$ cat config.mk
export PLATFORM = sky130hd
export DESIGN_NAME = cmd_ring_streamer
export DESIGN_NICKNAME = d
export VERILOG_FILES = /design/src/rtl/cmd_ring_pkg.sv /design/src/rtl/cmd_word_fifo.sv /design/src/rtl/cmd_ring_streamer.sv
export SDC_FILE = /design/constraint.sdc
export NUM_CORES = 1
export LEC_CHECK = 0
export ABC_AREA = 1
export BUFFER_PORTS_ARGS = -buffer_cell sky130_fd_sc_hd__buf_2
export CORE_MARGIN = 2
export CORE_UTILIZATION = 55
export CTS_CLUSTER_SIZE = 20
export DETAILED_ROUTE_END_ITERATION = 10
export GPL_TIMING_DRIVEN = 1
export PLACE_DENSITY = 0.8
export SLEW_MARGIN = 20
export SYNTH_ARGS = -nofsm -noshare
export SYNTH_HDL_FRONTEND = slang
export SYNTH_SLANG_ARGS = --single-unit
$ cat constraint.sdc
create_clock -name clk -period 6.9 [get_ports clk]
set_clock_uncertainty 0.1 [all_clocks]
set_input_delay 0.345 -clock clk [delete_from_list [all_inputs] [get_ports clk]]
set_output_delay 0.345 -clock clk [all_outputs]
set_load 0.01 [all_outputs]
$ cat src/rtl/cmd_ring_pkg.sv
// cmd_ring_pkg: shared types and constants for the command-ring streamer.
package cmd_ring_pkg;

  typedef enum logic [2:0] {
    S_IDLE,
    S_FETCH_REQ,
    S_FETCH_WAIT,
    S_WB_REQ,
    S_ERROR
  } state_e;

  localparam logic [31:0] CMD_WORD_BYTES = 32'd4;
  localparam logic [1:0]  ALIGN_MASK     = 2'b11;

  function automatic logic misaligned(input logic [1:0] lsb);
    return (lsb & ALIGN_MASK) != 2'b00;
  endfunction

endpackage

$ cat src/rtl/cmd_word_fifo.sv
// cmd_word_fifo: first-word-fall-through FIFO of command words.
// Push into a full FIFO is accepted only alongside a pop.
module cmd_word_fifo #(
  parameter int DEPTH = 4,
  parameter int W     = 32
) (
  input  logic                     clk,
  input  logic                     rst_n,
  input  logic                     flush,
  input  logic                     push,
  input  logic [W-1:0]             push_data,
  input  logic                     pop,
  output logic [W-1:0]             pop_data,
  output logic                     full,
  output logic                     empty,
  output logic [$clog2(DEPTH):0]   count
);

  localparam int AW = $clog2(DEPTH);

  logic [W-1:0]  mem [DEPTH];
  logic [AW-1:0] wptr;
  logic [AW-1:0] rptr;
  logic          do_pop;
  logic          do_push;

  assign empty    = count == '0;
  assign full     = count == (AW+1)'(DEPTH);
  assign do_pop   = pop & ~empty;
  assign do_push  = push & (~full | do_pop);
  assign pop_data = mem[rptr];

  always_ff @(posedge clk or negedge rst_n) begin
    if (!rst_n) begin
      wptr  <= '0;
      rptr  <= '0;
      count <= '0;
      for (int i = 0; i < DEPTH; i++) mem[i] <= '0;
    end else if (flush) begin
      wptr  <= '0;
      rptr  <= '0;
      count <= '0;
    end else begin
      if (do_push) begin
        mem[wptr] <= push_data;
        wptr      <= wptr + 1'b1;
      end
      if (do_pop) rptr <= rptr + 1'b1;
      count <= count + (AW+1)'(do_push)
                     - (AW+1)'(do_pop);
    end
  end

endmodule

$ cat src/rtl/cmd_ring_streamer.sv
// cmd_ring_streamer: command-ring consumer with pointer writeback.
// Optional perf counters are built when CMD_RING_STREAMER_PERF_EN is defined.
module cmd_ring_streamer
  import cmd_ring_pkg::*;
#(
  parameter int FIFO_DEPTH = 4,
  parameter int ADDR_W     = 32
) (
  input  logic              clk,
  input  logic              rst_n,
  input  logic              cmd_enable,
  input  logic [31:0]       cmd_ring_base,
  input  logic [31:0]       cmd_ring_size_bytes,
  input  logic [31:0]       cmd_cons_ptr_bytes,
  input  logic [31:0]       cmd_completion_base,
  input  logic              doorbell_valid,
  input  logic [31:0]       doorbell_prod_ptr,
  output logic              mem_req_valid,
  input  logic              mem_req_ready,
  output logic              mem_req_we,
  output logic [ADDR_W-1:0] mem_req_addr,
  output logic [31:0]       mem_req_wdata,
  input  logic              mem_rsp_valid,
  input  logic [31:0]       mem_rsp_data,
  output logic              cmd_valid,
  input  logic              cmd_ready,
  output logic [31:0]       cmd_data,
  output logic              busy,
  output logic [31:0]       cons_ptr_out,
  output logic              err,
  output logic [31:0]       perf_cmd_count,
  output logic [31:0]       perf_stall_cycles
);

  localparam int CW = $clog2(FIFO_DEPTH) + 1;

  state_e        state;
  logic          en_q;
  logic          en_rise;
  logic          active;
  logic          fault;
  logic          drop;
  logic [31:0]   cons;
  logic [31:0]   prod;
  logic [31:0]   last_wb;
  logic [31:0]   cons_nxt;
  logic          cfg_bad;
  logic          db_take;
  logic          db_bad;
  logic          push;
  logic          pop;
  logic          fifo_full;
  logic          fifo_empty;
  logic [CW-1:0] fifo_count;

  assign en_rise = cmd_enable & ~en_q;
  assign active  = cmd_enable & en_q;

  assign cfg_bad = misaligned(cmd_ring_base[1:0])
                 | (cmd_ring_size_bytes == '0)
                 | misaligned(cmd_ring_size_bytes[1:0])
                 | (cmd_cons_ptr_bytes >= cmd_ring_size_bytes)
                 | misaligned(cmd_cons_ptr_bytes[1:0]);

  assign db_take = doorbell_valid & active & ~fault
                 & (state != S_ERROR);
  assign db_bad  = (doorbell_prod_ptr >= cmd_ring_size_bytes)
                 | misaligned(doorbell_prod_ptr[1:0]);

  assign cons_nxt =
    (cons + CMD_WORD_BYTES == cmd_ring_size_bytes) ?
    '0 : cons + CMD_WORD_BYTES;

  // a response seen after a disable belongs to a dead ring
  assign push = (state == S_FETCH_WAIT) & mem_rsp_valid
              & active & ~drop;
  assign pop  = cmd_valid & cmd_ready;

  assign cmd_valid     = ~fifo_empty;
  assign mem_req_valid = (state == S_FETCH_REQ)
                       | (state == S_WB_REQ);
  assign err           = state == S_ERROR;
  assign busy          = (state != S_IDLE) | (fifo_count != '0);
  assign cons_ptr_out  = cons;

  always_ff @(posedge clk or negedge rst_n) begin
    if (!rst_n) begin
      state         <= S_IDLE;
      en_q          <= 1'b0;
      fault         <= 1'b0;
      drop          <= 1'b0;
      cons          <= '0;
      prod          <= '0;
      last_wb       <= '0;
      mem_req_we    <= 1'b0;
      mem_req_addr  <= '0;
      mem_req_wdata <= '0;
    end else begin
      en_q <= cmd_enable;
      if (push) cons <= cons_nxt;
      if (db_take && !db_bad) prod <= doorbell_prod_ptr;
      if (!cmd_enable) fault <= 1'b0;
      else if (db_take && db_bad) fault <= 1'b1;

      case (state)
        S_IDLE: begin
          drop <= 1'b0;
          if (fault && cmd_enable) begin
            state <= S_ERROR;
          end else if (active && cons != prod
                       && !fifo_full) begin
            state        <= S_FETCH_REQ;
            mem_req_we   <= 1'b0;
            mem_req_addr <= ADDR_W'(cmd_ring_base + cons);
          end else if (active && cons == prod
                       && cons != last_wb) begin
            state         <= S_WB_REQ;
            mem_req_we    <= 1'b1;
            mem_req_addr  <= ADDR_W'(cmd_completion_base);
            mem_req_wdata <= cons;
          end
        end
        S_FETCH_REQ: begin
          if (!cmd_enable) drop <= 1'b1;
          if (mem_req_ready) state <= S_FETCH_WAIT;
        end
        S_FETCH_WAIT: begin
          if (!cmd_enable) drop <= 1'b1;
          if (mem_rsp_valid) state <= S_IDLE;
        end
        S_WB_REQ: begin
          if (mem_req_ready) begin
            last_wb <= cons;
            state   <= S_IDLE;
          end
        end
        S_ERROR: begin
          if (!cmd_enable) state <= S_IDLE;
        end
        default: state <= S_IDLE;
      endcase

      // enable rise overrides any pointer update above
      if (en_rise) begin
        cons    <= cmd_cons_ptr_bytes;
        prod    <= cmd_cons_ptr_bytes;
        last_wb <= cmd_cons_ptr_bytes;
        fault   <= cfg_bad;
      end
    end
  end

  cmd_word_fifo #(
    .DEPTH (FIFO_DEPTH),
    .W     (32)
  ) u_fifo (
    .clk       (clk),
    .rst_n     (rst_n),
    .flush     (~cmd_enable),
    .push      (push),
    .push_data (mem_rsp_data),
    .pop       (pop),
    .pop_data  (cmd_data),
    .full      (fifo_full),
    .empty     (fifo_empty),
    .count     (fifo_count)
  );

`ifdef CMD_RING_STREAMER_PERF_EN
  always_ff @(posedge clk or negedge rst_n) begin
    if (!rst_n) begin
      perf_cmd_count    <= '0;
      perf_stall_cycles <= '0;
    end else if (en_rise) begin
      perf_cmd_count    <= '0;
      perf_stall_cycles <= '0;
    end else begin
      if (cmd_valid && cmd_ready)
        perf_cmd_count <= perf_cmd_count + 32'd1;
      if (cmd_valid && !cmd_ready)
        perf_stall_cycles <= perf_stall_cycles + 32'd1;
    end
  end
`else
  assign perf_cmd_count    = '0;
  assign perf_stall_cycles = '0;
`endif

endmodule

### After elaboration in Yosys (flattened, before gate mapping)

Index checks and enable logic that the tools add are counted.
W data, S select, Z words.

* add/subtract/negate cells: 6
* order comparisons: 5
* equality and inequality tests: 19
* muxes and demuxes: 36
* bitwise gates (word level): 28
* reduce and logical (&&, ||, !) cells: 32

Operators by type and width (count)
* $mux W32: 13
* $bwmux W128: 1
* $bmux W32 S2: 1
* $demux W32 S2: 1
* $eq A32 B32 Y1: 2
* $ge A32 B32 Y1: 2
* $ne A32 B32 Y1: 2
* $add A32 B3 Y32 const B: 1
* $add A32 B32 Y32: 1
* $logic_not A32 Y1: 1
* $mux W3: 8
* $reduce_bool A2 Y1: 10
* $pmux W3 S5: 1
* $and A1 B1 Y1: 11
* $ne A2 B2 Y1 const B: 5
* $logic_and A1 B1 Y1: 8
* $mux W2: 4
* $or A1 B1 Y1: 8
* $not A1 Y1: 7
* $eq A3 B2 Y1 const B: 2
* $eq A3 B3 Y1 const B: 2
* $ge A3 B3 Y1 const B: 2
* $logic_not A3 Y1: 2
* $mux W1: 6
* other kinds (18): 25

* flip-flop bits (word level): 302
* bits of input ports: 199
* word-level logic and storage cells: 143

### Depth between registers and ports, before layout

Gate-level depths: netlist of run 1.

* depth after elaboration: 9
* gate-level depth with buffers: 19
* mapped depth without buffers: 18

### Cells and area by module

From an unflattened synthesis of run 1, not the netlist that was laid out.

* cell total of the unflattened synthesis: 2859
* area total of the unflattened synthesis: 20170.6 µm²

By module, submodules not included
* cmd_ring_streamer: instances 1, cells an instance 2079, area each 13997.2 µm², sequential area each 4179.0 µm²
* cmd_word_fifo: instances 1, cells an instance 780, area each 6173.4 µm², sequential area each 3378.2 µm²

### Least setup slack after synthesis of run 1

Ideal clock, no wire load.

* path type: register to register
* from: reg cons[1], in the netlist cons_ptr_out[1]
* to: reg mem_req_addr[24]
* data arrival time: 2.390 ns
* slack: 4.345 ns
* stages on the path, launching flop included: 17
* buffers on the path: 1
* clock period less this slack: 2.555 ns
* cells stage by stage: dfrtp_1 -> clkbuf_1 -> inv_1 -> fa_1 -> nand3b_1 -> nand2_1 -> a21oi_1 -> o21ai_0 -> nand2_1 -> nand2_1 -> nand2_1 -> nand2_1 -> xor2_1 -> nand2_1 -> nand2_1 -> nand2_1 -> nand2_1

* longest elaborated chain between the ends: 5

Ends and longest elaborated chain
* start, declared: line cmd_ring_streamer.sv:43 `logic [31:0] cons;`
* start signal, assigned: line cmd_ring_streamer.sv:100 `if (push) cons <= cons_nxt;`
* start signal, assigned: line cmd_ring_streamer.sv:145 `cons <= cmd_cons_ptr_bytes;`
* branches (longest 5 deep; another with $add A32 B32 Y32)
* end signal, assigned: line cmd_ring_streamer.sv:114 `mem_req_addr <= ADDR_W'(cmd_ring_base + cons);`
* end signal, assigned: line cmd_ring_streamer.sv:119 `mem_req_addr <= ADDR_W'(cmd_completion_base);`
* end, declared: line cmd_ring_streamer.sv:21 `output logic [ADDR_W-1:0] mem_req_addr,`

Several ways; the timed one is not identified.
A chain may end at the register's enable or synchronous reset.

### Worst setup path in the final report of run 1

* from: reg cons[19], in the netlist cons_ptr_out[19]
* to: reg mem_req_addr[28]

The elaborated chain is that of the path after synthesis.

==> metrics, run 1 <==
Initial Util=55.8%; Mapped Area=0.0198 mm²; vias per std cell=between 5 and 6; die height=194 µm; Resized cells post-CTS=0; number of DRC markers in iteration 0=1845; final slew viol count=0; Fill cells=3019; pre-CTS setup slack=3120 ps; RSZ-0062 raised after global routing=false; Synth Flop Type=dfrtp_1; # Post-CTS Setup Buffers=0; share of cells above drive strength 1=20.7%; final worst setup slack=2970 ps; Worst-Margin Slew=around 1200 ps; DIE AREA=about 0.038 mm²; synth top area cells=dfrtp_1 38%, nand2_1 13%, mux2_2 7.0%, ha_1 6.4%, nor2_1 4.6%; detailed-route wire length=about 65000 µm; Pwr per Cell Area=~290 mW/mm²; Critical Path Source Type=flop; core area=0.0355 mm²; I/O pin count=396; CP Cell Sequence=xnor2_1, nand4_1, nor4_1, nand2_1, nor2_2, inv_2, nand2_4, nand2_1, nand2_2, inv_2, nand2_1, nand2_1; CTS tree=yes; DR WL/cell=19.9 µm; top cell type's share of synthesized area=38.2%; CP required=7200 ps; Yosys cell types=49; GRT Util Overall=33.9%; H-Tree Depth=2; Mapped Cells=2497; Largest delay share family, worst path=simple AND/OR/NAND/NOR gates; port bufs=roughly 330; # DRC=0; Relative slew margins=19.6%; CTS Buf Count=34; EDFF count, synth=0; top-count cell post-synth=nand2_1; drt first pass iters=6; Post-synth top cells=666 x nand2_1, 302 x dfrtp_1, 241 x nor2_1; Worst Path Buf+Inv=2; nets@finish=approximately 3100; Vias=approximately 19000; Avg Synthesized Cell Area=7.93 µm²; Clock Sinks=302; cts hold-fix bufs=11; Max VDD drop=about 250 µV; Clock Latency Late Sink=520 ps; Die Wd=a little under 200 µm; fraction of registers with async set/reset=100%; Pleak=11.9 nW; area added between synthesis and finish=14.4%; critical path's most frequent cell=nand2_1; Rows=just under 70; CP max FO=55; Setup crit end kind=flop; YS warnings=0; antenna viol nets, final=0; Bufs on Longest Clock Path=3; HPWL Detailed=47800 µm; Final Cycle Share=57.0%; Arrival @ worst endpoint=4230 ps; clock root buffer=clkbuf_16; Setup TNS=0 ps; initial antenna violation count=6; fmax=between 200 and 300 MHz; RD Place Congestion=slightly above 1; Finish-stage setup viols=0; Slowest Stage Delay on Critical Path=770 ps; vias in the first global route=approximately 18000; critical path's slowest cell=dfrtp_1; max cap viols=0; largest area contributor in the netlist=dfrtp_1; CTS clk-pin slew, worst paths=60 ps; first-pass GRT wire length=102000 µm; global route total overflow=0; CP Class=flop to flop; min-delay worst type=input pin to flop; final hold violations=0; Yosys reg bits=just over 300; Seq/Total Area, Yosys=38.2%; outcome=finished clean; largest net degree at the start of global routing=around 120; Final Critical Period=3930 ps
[cell type report]
class	instances	area (µm²)	share of cell area [%]
sequential	302	7560	33.4
clock inverter	13	164	0.724
multi-input combinational	1922	10800	47.9
antenna	7	17.5	0.0773
timing repair buffer	356	1890	8.36
inverter	156	586	2.59
clock buffer	49	1010	4.45
tap	461	577	2.55
[logic make-up (layout without fill, tap and decap cells)]
| kind of cell | count (synthesis) | after routing | share of synthesized area (%) |
|---|---|---|---|
| AOI/OAI and AO/OA | 390 | 390 | 11.4 |
| xor gates and xnor gates | 87 | 87 | 3.99 |
| adders and majority gates | 104 | 104 | 6.65 |
| buffers and inverters | 336 | 574 | 8.32 |
| DFF | 302 | 302 | 38.2 |
| muxes | 128 | 128 | 7.28 |
| other | 1 | 71 | 0.0189 |
| and+or+nand+nor | 1149 | 1149 | 24.2 |
[flip-flops by register name (all words and copies together), names as in the netlist]
register / cells
mem_req_addr: 32
fault: 1
u_fifo.mem: 128
u_fifo.count: 3
cons_ptr_out: 32
last_wb: 32
drop: 1
mem_req_wdata: 32
u_fifo.wptr: 2
en_q: 1
u_fifo.rptr: 2
state: 3
mem_req_we: 1
prod: 32
[metrics by stage]
stage | std cells | instance area [µm²] | power, mW | hold slack, ps | utilization (%)
after floorplan | 2560 | 20000 | 3.91 | -50.6 | -
after global placement | 3186 | 21300 | 4.65 | 358 | 60.2
after detailed placement | 3186 | 21300 | 4.72 | 362 | 60.2
after CTS | 3259 | 22600 | 6.61 | 0.327 | 63.8
after global routing | 3265 | 22600 | 7.01 | 9.66 | 63.8
final | 3266 | 22600 | 6.64 | 13.2 | 63.8
[power breakdown]
| group | switching (mW) | internal [mW] | total (mW) | leakage (nW) |
|---|---|---|---|---|
| sequential | 0.344 | 2.09 | 2.43 | 3.96 |
| clock | 0.754 | 1.14 | 1.89 | 0.576 |
| combinational | 1.42 | 0.896 | 2.32 | 7.39 |
[placed cells by master (no fill, tap or decap), types with 102 or more instances in the layout]
cell type,n
o21ai_0,159
ha_1,102
nand2_1,665
a21oi_1,105
dfrtp_1,301
mux2_2,123
nand3_1,133
inv_1,145
nor2_1,239
buf_2,330
[worst paths after layout]
kind,start,cells after the start,end,slack (ps)
setup reg to reg,cons_ptr_out[19],12,mem_req_addr[28],2970
hold reg to reg,mem_req_addr[9],2,mem_req_addr[9],370
hold / removal,mem_rsp_data[13],2,u_fifo.mem[77],10
max in group asynchronous,rst_n,3,mem_req_wdata[8],4950
setup / recovery,cons_ptr_out[19],12,mem_req_addr[28],2970
min in group asynchronous,rst_n,2,u_fifo.mem[19],390
[worst register-to-register path, delay by kind of cell, from the launching register on]
| family | cells | cell delay (ps) |
|---|---|---|
| and+or+nand+nor | 9 | 2200 |
| DFF | 1 | 770 |
| buffers and inverters | 2 | 540 |
| xor gates and xnor gates | 1 | 190 |
[layer usage]
metal | vias to the layer above | GRT usage, % | wire length [µm]
li1 | 8721 | - | -
met1 | 9009 | 46.0 | 26500
met2 | 1137 | 53.2 | 29200
met3 | 210 | 6.42 | 6240
met4 | 0 | 14.9 | 3230
met5 | - | 0 | 0
(Power assumes the default switching activity.)
==> inputs of run 2 (changes only) <==
Settings changed: CORE_UTILIZATION 55 to 51, PLACE_DENSITY 0.8 to 0.78.
Clock period 6.9 ns to 3.6 ns, I/O delays scaled along.
==> metrics, run 2 (synthesis results as in run 1) <==
outcome=finished clean; I/O pin count=between 300 and 400; Critical Path Source Type=flop; # DRC=0; Pleak=12.7 nW; die height=201 µm; H-Tree Depth=2; number of DRC markers in iteration 0=roughly 1800; Rows=72; Fill cells=around 3300; Final Cycle Share=a little under 100%; CP required=3910 ps; Pwr per Cell Area=between 500 and 600 mW/mm²; RSZ-0062 raised after global routing=false; DR WL/cell=slightly below 20 µm; share of cells above drive strength 1=a little over 20%; Hold Path End=mem_req_addr[0]; max cap viols=0; largest net degree at the start of global routing=107; vias in the first global route=between 15000 and 20000; RD Place Congestion=1.05; commonest non-fill, non-tap cell in the layout=nand2_1; Clock Sinks=302; Setup crit end kind=flop; reg2reg end=cons_ptr_out[14]; CP Class=flop to flop; first-pass GRT wire length=107000 µm; most frequent cells in the layout=666 x nand2_1, 330 x buf_2, 301 x dfrtp_1; Worst-Margin Slew=1100 ps; min-delay worst type=input pin to flop; detailed-route wire length=about 70000 µm; placed insts=3278; CTS Buf Count=34; drt first pass iters=6; Arrival @ worst endpoint=3800 ps; nets@finish=about 3200; CTS clk-pin slew, worst paths=60 ps; Final Non-Filler Cells=3490; HPWL Detailed=49100 µm; vias per std cell=5.69; CTS tree=yes; CP max FO=19; Setup TNS=0 ps; DIE AREA=0.0404 mm²; Hold Startpoint=cmd_ring_base[0]; Max VDD drop=363 µV; final slew viol count=0; number of flip-flops in the largest register=128; GRT Util Overall=33.5%; final hold violations=0; Initial Util=51.5%; port bufs=331; Relative slew margins=26.4%; area added between synthesis and finish=23.1%; worst reg2reg path startpoint=cons_ptr_out[3]; initial antenna violation count=4; Bufs on Longest Clock Path=3; Die Wd=between 200 and 250 µm; R2R setup slack=about 100 ps; Finish-stage setup viols=0; global route total overflow=0; Final Critical Period=between 3000 and 4000 ps; Vias=19900; core area=0.0385 mm²; Clock Latency Late Sink=530 ps; Hold Crit Depth=6; antenna viol nets, final=0; Register-to-Register Path Depth=17; fmax=approximately 290 MHz; clock root buffer=clkbuf_16; most flop-heavy register=u_fifo.mem
run 2: power by group:
group / internal [mW] / switching [mW]
Sequential: 4.00 / 0.555
Clock: 2.12 / 1.45
Combinational: 1.91 / 2.98
Total: 8.03 / 4.98
run 2: routing by layer:
| layer | routed length (µm) | vias to the layer above | global-route usage [%] |
|---|---|---|---|
| met5 | 0 | - | 0 |
| met4 | 3130 | 0 | 15.3 |
| met3 | 6170 | 201 | 5.11 |
| met2 | 31100 | 1113 | 53.2 |
| met1 | 28500 | 9465 | 45.2 |
| li1 | - | 9074 | - |
run 2: what timing repair did:
action                                 4_1_cts  5_1_grt
buffers inserted                             0        0
hold buffers                               148        0
gates resized for setup                      0        0
endpoints found under the hold margin      354        0
run 2: cell type report:
| class | instances | area [µm²] | area share [%] |
|---|---|---|---|
| clock buffer | 49 | 978 | 4.01 |
| sequential | 302 | 7560 | 31.0 |
| tap | 518 | 648 | 2.66 |
| multi-input combinational | 1922 | 10800 | 44.5 |
| inverter | 156 | 586 | 2.40 |
| clock inverter | 11 | 151 | 0.621 |
| timing repair buffer | 528 | 3600 | 14.8 |
| antenna | 4 | 10.0 | 0.0411 |
run 2: how the worst max path moves through the flow:
stage | from | to | slack, ps
6_report | cons_ptr_out[3] | cons_ptr_out[14] | 100
5_1_grt | cons_ptr_out[3] | cons_ptr_out[14] | 60
3_3_place_gp | cons_ptr_out[3] | cons_ptr_out[11] | 320
2_1_floorplan | cons_ptr_out[1] | mem_req_addr[24] | 1050
4_1_cts | cons_ptr_out[3] | cons_ptr_out[14] | 240
3_5_place_dp | cons_ptr_out[3] | cons_ptr_out[14] | 260
run 2: critical path: stages, from the launching register on:
cell,delay (ps)
dfrtp_1,630
ha_1,290
nand2_2,100
nor2_4,150
nand2_2,130
nor2_2,210
nand2_1,140
nand2_1,100
nand2_1,60
nand2_1,70
nand2_1,70
nor2_1,90
nand2_1,50
nor2_1,240
nand3_1,170
nand2_2,430
buf_12,220
o21bai_1,90
run 2: per-stage QoR:
stage	area, µm²	total power [mW]	worst slack (ps)	hold WS (ps)	util [%]
after global routing	24400	13.7	61.2	140	63.4
after floorplan	20000	7.49	1050	-216	-
final	24400	13.0	101	84.6	63.4
after CTS	24400	12.9	243	8.93	63.3
after detailed placement	21800	9.20	261	221	56.6
after global placement	21800	9.07	318	214	56.6
==> inputs of run 3 (changes only) <==
Settings changed: CORE_UTILIZATION 51 to 25, PLACE_DENSITY 0.78 to unset.
==> metrics, run 3 (synthesis results as in run 1) <==
Clock Sinks=302; FF/Latch Area=about 0.0076 mm²; reg2reg end=cons_ptr_out[8]; antenna viol nets, final=0; die height=285 µm; Finish-stage setup viols=0; number of flip-flops in the largest register=128; Core Util, Final=32.3%; global route total overflow=0; core area=0.0787 mm²; initial antenna violation count=9; # Post-CTS Setup Buffers=0; Setup TNS=0 ps; Hold Slack=80.8 ps; DIE AREA=0.0815 mm²; Bufs on Longest Clock Path=3; cts hold-fix bufs=150; Vias=between 15000 and 20000; Fill cells=8294; nets@finish=around 3300; number of DRC markers in iteration 0=1429; HPWL Detailed=between 50000 and 60000 µm; Hold Crit Depth=5; CTS Buf Count=40; port bufs=between 300 and 400; # DRC=0; overall power=13.7 mW; Resized cells post-CTS=0; clock share of power=30.1%; commonest non-fill, non-tap cell in the layout=nand2_1; most frequent cells in the layout=666 x nand2_1, 330 x buf_2, 301 x dfrtp_1; drt first pass iters=7; worst reg2reg path startpoint=cons_ptr_out[11]; I/O pin count=396; largest net degree at the start of global routing=between 90 and 100; R2R setup slack=380 ps; Rows=103; first-pass GRT wire length=~120000 µm; Pleak=12.8 nW; outcome=finished clean; Pwr per Cell Area=537 mW/mm²; Sequential Power Share=33.4%; RSZ-0062 raised after global routing=false; GRT Util Overall=between 15 and 20%; Worst-Margin Slew=~990 ps; Critical Path Source Type=flop; H-Tree Depth=2; vias per std cell=4.73; NetSw=5.32 mW; Hold Path End=fault; CP required=3950 ps; placed insts=3817; fmax=slightly above 300 MHz; CP max FO=14; final hold violations=0; share of cells above drive strength 1=about a fifth; Clock Latency Late Sink=580 ps; Max VDD drop=between 300 and 400 µV; CTS tree=yes; P_int=8.33 mW; Setup crit end kind=flop; min-delay worst type=input pin to flop; switching share of power=approximately two fifths; Initial Util=25.1%; vias in the first global route=18700; DR WL/cell=19.2 µm; RD Place Congestion=0.938; Die Wd=about 290 µm; area added between synthesis and finish=28.3%; Arrival @ worst endpoint=3570 ps; Register-to-Register Path Depth=16; Final Cycle Share=89.4%; combined area of the multi-input logic cells=0.0109 mm²; CP Class=flop to flop; final slew viol count=0; max cap viols=0; detailed-route wire length=roughly 78000 µm; Hold Startpoint=doorbell_valid; most flop-heavy register=u_fifo.mem; Final Critical Period=~3200 ps; CTS clk-pin slew, worst paths=about 60 ps; Final Non-Filler Cells=4042; clock root buffer=clkbuf_16; power share of the combinational group=36.5%; Relative slew margins=roughly a third
-- run 3: final cells by class --
type | count | share of cell area [%]
well taps | 1050 | 5.17
inverters | 156 | 2.30
multi-input cells | 1922 | 42.8
flip-flops and latches | 302 | 29.8
clock inverters | 14 | 0.724
clock buffers | 56 | 4.57
diodes | 5 | 0.0492
repair buffers | 537 | 14.7
-- run 3: power groups by stage --
stage / logic [mW] / clock network (mW) / registers (mW)
after floorplan: 3.01 / 0 / 4.48
after global routing: 5.52 / 4.35 / 4.63
final: 4.98 / 4.11 / 4.56
after detailed placement: 4.84 / 0 / 4.61
after global placement: 4.82 / 0 / 4.58
after CTS: 4.99 / 4.23 / 4.55
-- run 3: per-layer routing --
metal / track usage [%] / share of wire (%)
met4: 5.18 / 2.5
met5: 0 / 0.053
met1: 25.2 / 44
met3: 3.86 / 8.3
met2: 29.8 / 45
-- run 3: worst max-delay path by stage --
stage | from | to | slack (ps) | cells past startpoint
2_1_floorplan | cons_ptr_out[1] | mem_req_addr[24] | 1050 | 16
3_3_place_gp | cons_ptr_out[15] | mem_req_wdata[14] | 490 | 12
3_5_place_dp | cons_ptr_out[11] | cons_ptr_out[8] | 470 | 16
4_1_cts | cons_ptr_out[15] | mem_req_wdata[14] | 440 | 12
5_1_grt | cons_ptr_out[11] | cons_ptr_out[7] | 230 | 16
6_report | cons_ptr_out[11] | cons_ptr_out[8] | 380 | 16
-- run 3: worst max-delay path, cell delays in order, from the launching register on --
cell and delay [ps]:
dfrtp_1 620, nand2_1 170, nor2_2 190, inv_2 60, nor2_2 240, nand2_1 150
nand2_1 90, nand2_1 50, nand2_1 50, nand2_1 50, nor2_1 140, nand2_1 60
nor2_1 270, nand3_1 140, nand2_2 370, buf_4 250, o21bai_1 80
-- run 3: metrics by stage --
step | setup WS [ps] | area [µm²]
2_1_floorplan | 1050 | 20000
3_3_place_gp | 491 | 22500
3_5_place_dp | 472 | 22500
4_1_cts | 441 | 25400
5_1_grt | 234 | 25400
6_report | 382 | 25400
